$ cat src/rtl/mul_sequencer.sv
// rtl/mul_sequencer.sv - iterative shift-add multiply sequencer for the EX stage
//
// Replaces the single-cycle multiplier with a BITS_PER_CYCLE-radix shift-add
// loop and holds the pipeline until the low 32 product bits are ready.
// Vectors use [0:31] ordering: bit 0 is the MSB, bit 31 the LSB.
//
// Ports:
//   clk       in   rising-edge clock
//   reset     in   asynchronous active-low reset
//   start     in   valid mul instruction present in EX
//   signedOp  in   1 = two's complement multiply, 0 = unsigned
//   opA       in   multiplicand [0:31]
//   opB       in   multiplier   [0:31]
//   flush     in   squash the in-flight operation
//   stall     out  freeze IF/ID/EX pipeline registers
//   busy      out  sequencer not idle
//   done      out  one-cycle pulse, product valid
//   product   out  low 32 bits of opA*opB [0:31]

module mul_sequencer #(
  parameter int BITS_PER_CYCLE = 2
) (
  input  logic        clk,
  input  logic        reset,
  input  logic        start,
  input  logic        signedOp,
  input  logic [0:31] opA,
  input  logic [0:31] opB,
  input  logic        flush,
  output logic        stall,
  output logic        busy,
  output logic        done,
  output logic [0:31] product
);

  localparam int         N        = 32 / BITS_PER_CYCLE;
  localparam logic [4:0] CNT_LOAD = 5'(N - 1);

  typedef enum logic [1:0] {
    S_IDLE = 2'd0,
    S_RUN  = 2'd1,
    S_DONE = 2'd2
  } state_t;

  state_t      r_state;
  state_t      w_state_nxt;

  logic [0:31] r_mcand;
  logic [0:31] r_mplier;
  logic [0:31] r_acc;
  logic [4:0]  r_cnt;
  logic        r_neg_res;
  logic [0:31] r_product;

  logic        w_capture;
  logic        w_step;
  logic        w_last;
  logic        w_stall;
  logic [0:31] w_mag_a;
  logic [0:31] w_mag_b;
  logic [0:31] w_partial;
  logic [0:31] w_acc_nxt;

  // Signed operands are reduced to magnitudes; 0x80000000 maps to itself,
  // which is 2^31 as an unsigned value and still yields correct low bits.
  assign w_mag_a = (signedOp && opA[0]) ? (~opA + 32'd1) : opA;
  assign w_mag_b = (signedOp && opB[0]) ? (~opB + 32'd1) : opB;

  // Partial product of the multiplicand with the k multiplier LSBs,
  // built as a sum of shifted copies (bit 31 is the LSB).
  always_comb begin
    w_partial = '0;
    for (int i = 0; i < BITS_PER_CYCLE; i++) begin
      if (r_mplier[31-i]) begin
        w_partial = w_partial + (r_mcand << i);
      end
    end
  end

  assign w_acc_nxt = r_acc + w_partial;

  always_ff @(posedge clk or negedge reset) begin
    if (!reset) begin
      r_state <= S_IDLE;
    end else begin
      r_state <= w_state_nxt;
    end
  end

  always_comb begin
    w_state_nxt = r_state;
    w_capture   = 1'b0;
    w_step      = 1'b0;
    w_last      = 1'b0;
    w_stall     = 1'b0;
    case (r_state)
      S_IDLE: begin
        if (start && !flush) begin
          w_capture   = 1'b1;
          w_stall     = 1'b1;
          w_state_nxt = S_RUN;
        end
      end
      S_RUN: begin
        w_stall = 1'b1;
        if (flush) begin
          w_state_nxt = S_IDLE;
        end else begin
          w_step = 1'b1;
          if (r_cnt == 5'd0) begin
            w_last      = 1'b1;
            w_state_nxt = S_DONE;
          end
        end
      end
      S_DONE: begin
        w_state_nxt = S_IDLE;
      end
      default: begin
        w_state_nxt = S_IDLE;
      end
    endcase
  end

  always_ff @(posedge clk or negedge reset) begin
    if (!reset) begin
      r_mcand   <= '0;
      r_mplier  <= '0;
      r_acc     <= '0;
      r_cnt     <= '0;
      r_neg_res <= 1'b0;
      r_product <= '0;
    end else begin
      if (w_capture) begin
        r_mcand   <= w_mag_a;
        r_mplier  <= w_mag_b;
        r_acc     <= '0;
        r_cnt     <= CNT_LOAD;
        r_neg_res <= signedOp & (opA[0] ^ opB[0]);
      end else if (w_step) begin
        r_mcand  <= r_mcand << BITS_PER_CYCLE;
        r_mplier <= r_mplier >> BITS_PER_CYCLE;
        r_acc    <= w_acc_nxt;
        r_cnt    <= r_cnt - 5'd1;
      end
      // Result is latched on the RUN->DONE edge so it is stable through DONE.
      if (w_last) begin
        r_product <= r_neg_res ? (~w_acc_nxt + 32'd1) : w_acc_nxt;
      end
    end
  end

  // Gated by reset so the pipeline is released while reset is held.
  assign stall   = reset & w_stall;
  assign busy    = (r_state != S_IDLE);
  assign done    = (r_state == S_DONE);
  assign product = r_product;

endmodule

$ cat config.mk
export PLATFORM = sky130hd
export DESIGN_NAME = mul_sequencer
export DESIGN_NICKNAME = d
export VERILOG_FILES = /design/src/rtl/mul_sequencer.sv
export SDC_FILE = /design/constraint.sdc
export NUM_CORES = 1
export LEC_CHECK = 0
export CAP_MARGIN = 20
export CORE_UTILIZATION = 39
export DETAILED_ROUTE_END_ITERATION = 10
export GPL_ROUTABILITY_DRIVEN = 0
export HOLD_SLACK_MARGIN = 0.02
export PLACE_DENSITY_LB_ADDON = 0.25
export SLEW_MARGIN = 20
export SYNTH_ARGS = -nofsm -noshare
export SYNTH_HDL_FRONTEND = slang
export SYNTH_SLANG_ARGS = --single-unit
$ cat constraint.sdc
create_clock -name clk -period 11.3 [get_ports clk]
set_input_delay 1.695 -clock clk [delete_from_list [all_inputs] [get_ports clk]]
set_output_delay 1.695 -clock clk [all_outputs]
set_load 0.005 [all_outputs]
==> out/metrics.yaml <==
status:
  outcome: "completed"
layout:
  drive_above_1_share: 0.0568
  antenna_cells: 0
  stdcell_area_um2: 13800
  utilization: 0.461
  fillers: 2955
  nets: 1681
  area_growth_pct: 15.5
clock_tree:
  clkLatencyLatePin_ns: 0.43
  postCtsSetupBuffers: 0
  clock_sinks: 136
  clockRootBuffer: "clkbuf_16"
  clk_pin_slew_ns: 0.07
  clockBufferDepth: 2
  hold_buffers: 0
  htree_levels: 4
  cts_buffers: 17
  cts_resized: 0
  cts_tree: "yes"
synthesis:
  yosys.area_share.simple: 0.221
  synthTopCellsByArea: "dfrtp_1, nand2_1, ha_1"
  ys_ff_latch: 136
  synth.area.mux_share: 0.0173
  synth_xor_area_frac: 0.103
  synth_common_cells: "nand2_1, dfrtp_1, nor2_1, o21ai_0"
  syn_nets: 1639
  ys.flop_type: "dfrtp_1"
  synth_top_area_cell: "dfrtp_1"
  syn_inst: 1512
  ys_seq_area_frac: 0.285
  synth.avg_cell_area_um2: 7.89
  synth-warning-count: 0
  async_reset_ff_frac: 1.00
  synth-adder-area-share: 0.0638
  synth_edf_count: 0
  synth_top_area_share: 0.285
  synth_compound_area_frac: 0.266
  yosysMostFrequentCell: "nand2_1"
  yosysUniqueCellTypes: 93
  synth_top_family_by_area: "compound AO/OA/AOI/OAI gates"
  netlist_area_um2: 11900
floorplanning:
  die_h_um: 177
  fp.coreArea_um2: 29900
  die_area_um2: 31300
  dieWidth_um: 177
  initial_core_util: 0.399
  fp-row-count: 63
  ios: 104
power:
  power_density_nw_per_um2: 253
  sequentialPowerShare: 0.214
  internal_power_uw: 1800
  pwr-share-comb: 0.624
  swShare: 0.483
  peakVddDrop_mv: 0.125
  clockPowerShare: 0.162
  power_switching_uw: 1680
  p_leak_uw: 0.00579
drt:
  drtAntennaViolNets: 0
  routed_wl_um: 32600
  drc: 0
  drtIter0Drc: 721
  routedWlPerCell_um: 16.7
  via_count: 11177
  dr.pass1.iters: 5
  via_per_inst: 5.71
placement:
  hpwl_um: 24200
  place_area_um2: 13200
  portBuffers: 103
critical_path:
  critPathTopFamily: "compound AO/OA/AOI/OAI gates"
  worst-path-buf-inv: 3
  crit_arrival_ns: 7.19
  crit_required_ns: 11.61
  crit_path_max_fanout: 59
  cp_slowest_cell: "o311ai_1"
  max_stage_delay_ns: 0.71
  path_class: "flop to flop"
  cp-end-kind: "flop"
  startpoint_type: "flop"
  ff2ff_setup_slack_ns: 4.42
sta:
  setup_viol: 0
  period_needed_ns: 6.88
  relSlewSlack: 0.350
  finClkSkew_ns: 0.0131
  drv_slew: 0
  rsz0062_at_grt: "false"
  worst_pin_slew_ns: 0.974
  max_freq_ghz: 0.145
  fin_crit_sh: 0.609
  tns_ns: 0
  hold_viol: 0
grt:
  grt_overflow: 0
  grt_first_pass_wirelength_um: 54100
  track_usage: 0.214
  antenna_found_initial: 0
  grt_pass1_vias: 10700
  grt_max_degree: 86
min_path:
  hold_class: "flop to flop"
run:
  maxCapViolations: 0
routing by layer:
layer  wire (um)  vias to the layer above  track usage
li1            -                     5543            -
met1       15500                     5278        0.287
met2       14900                      311        0.350
met3        1600                       45       0.0387
met4         589                        0       0.0643
met5           0                        -            0
layout by cell type (no fill, tap or decap), types with 23 or more instances in the layout:
master	n
nand3_1	25
a22oi_1	23
clkdlybuf4s50_1	102
o21ai_0	129
xor2_1	58
inv_1	42
nand2_1	223
dfrtp_1	136
xnor2_1	77
ha_1	56
a21oi_1	77
a31oi_1	53
a22o_1	23
and2_1	32
nor3_1	29
nor2_1	128
a21o_1	29
path summary, 6_finish.rpt:
check / endpoint / cells after the start / start
worst max-delay path: product[4]$_DFFE_PN0P_ / 26 / r_mplier[31]$_DFFE_PN0P_
worst min-delay path: product[19]$_DFFE_PN0P_ / 2 / product[19]$_DFFE_PN0P_
worst max register to register: product[4]$_DFFE_PN0P_ / 26 / r_mplier[31]$_DFFE_PN0P_
worst min register to register: product[19]$_DFFE_PN0P_ / 2 / product[19]$_DFFE_PN0P_
max in group asynchronous: r_mplier[5]$_DFFE_PN0P_ / 2 / reset
min in group asynchronous: product[30]$_DFFE_PN0P_ / 1 / reset
state kept, by name, summed over array words and instances (netlist names):
signal and count:
r_acc 32, r_cnt 5, r_neg_res 1, r_state 2, product 32, r_mplier 32
r_mcand 32
worst register-to-register path, stage by stage, from the launching register on:
cell,delay [ns]
dfrtp_1,0.33
buf_4,0.43
nand2_1,0.17
inv_1,0.08
ha_1,0.16
inv_1,0.05
fa_1,0.41
o311ai_1,0.71
nand2_1,0.11
o211ai_1,0.13
a22oi_1,0.10
nor2_1,0.21
nor2_1,0.06
nor4b_1,0.25
o21ai_0,0.15
xor2_1,0.18
ha_1,0.44
and3_1,0.30
a2111oi_1,0.48
a21oi_1,0.28
xnor2_2,0.34
nand4b_1,0.21
nor3_2,0.35
and3b_1,0.30
a21oi_1,0.10
xnor2_1,0.17
mux2_2,0.28
cell families after synthesis:
group / count (synthesis)
AOI/OAI and AO/OA: 472
and+or+nand+nor: 556
adders and majority gates: 60
muxes: 19
xor gates and xnor gates: 137
DFF: 136
buffers and inverters: 132
power by group through the flow:
| stage | combinational (uW) | clock (uW) | sequential, uW |
|---|---|---|---|
| after floorplan | 1750 | 0 | 674 |
| after global placement | 2110 | 0 | 745 |
| after detailed placement | 2140 | 0 | 748 |
| after CTS | 2150 | 573 | 741 |
| after global routing | 2420 | 591 | 762 |
| final | 2180 | 564 | 745 |
metrics by stage:
step | hold WS [ns] | total power, uW | setup slack [ns] | std cells
floorplan | 0.450 | 2430 | 4.63 | 1512
global placement | 0.463 | 2860 | 4.65 | 1924
detailed placement | 0.471 | 2890 | 4.48 | 1924
CTS | 0.485 | 3470 | 4.46 | 1956
global route | 0.500 | 3770 | 3.80 | 1957
finish | 0.478 | 3480 | 4.42 | 1957
cell type report:
| cell class | instances | area (um^2) | area share |
|---|---|---|---|
| timing repair buffer | 112 | 1110 | 0.0808 |
| tap | 390 | 488 | 0.0354 |
| multi-input combinational | 1244 | 8030 | 0.583 |
| clock inverter | 15 | 153 | 0.0111 |
| sequential | 136 | 3400 | 0.247 |
| inverter | 43 | 161 | 0.0117 |
| clock buffer | 17 | 425 | 0.0309 |
Power figures use the tool's default switching activity.
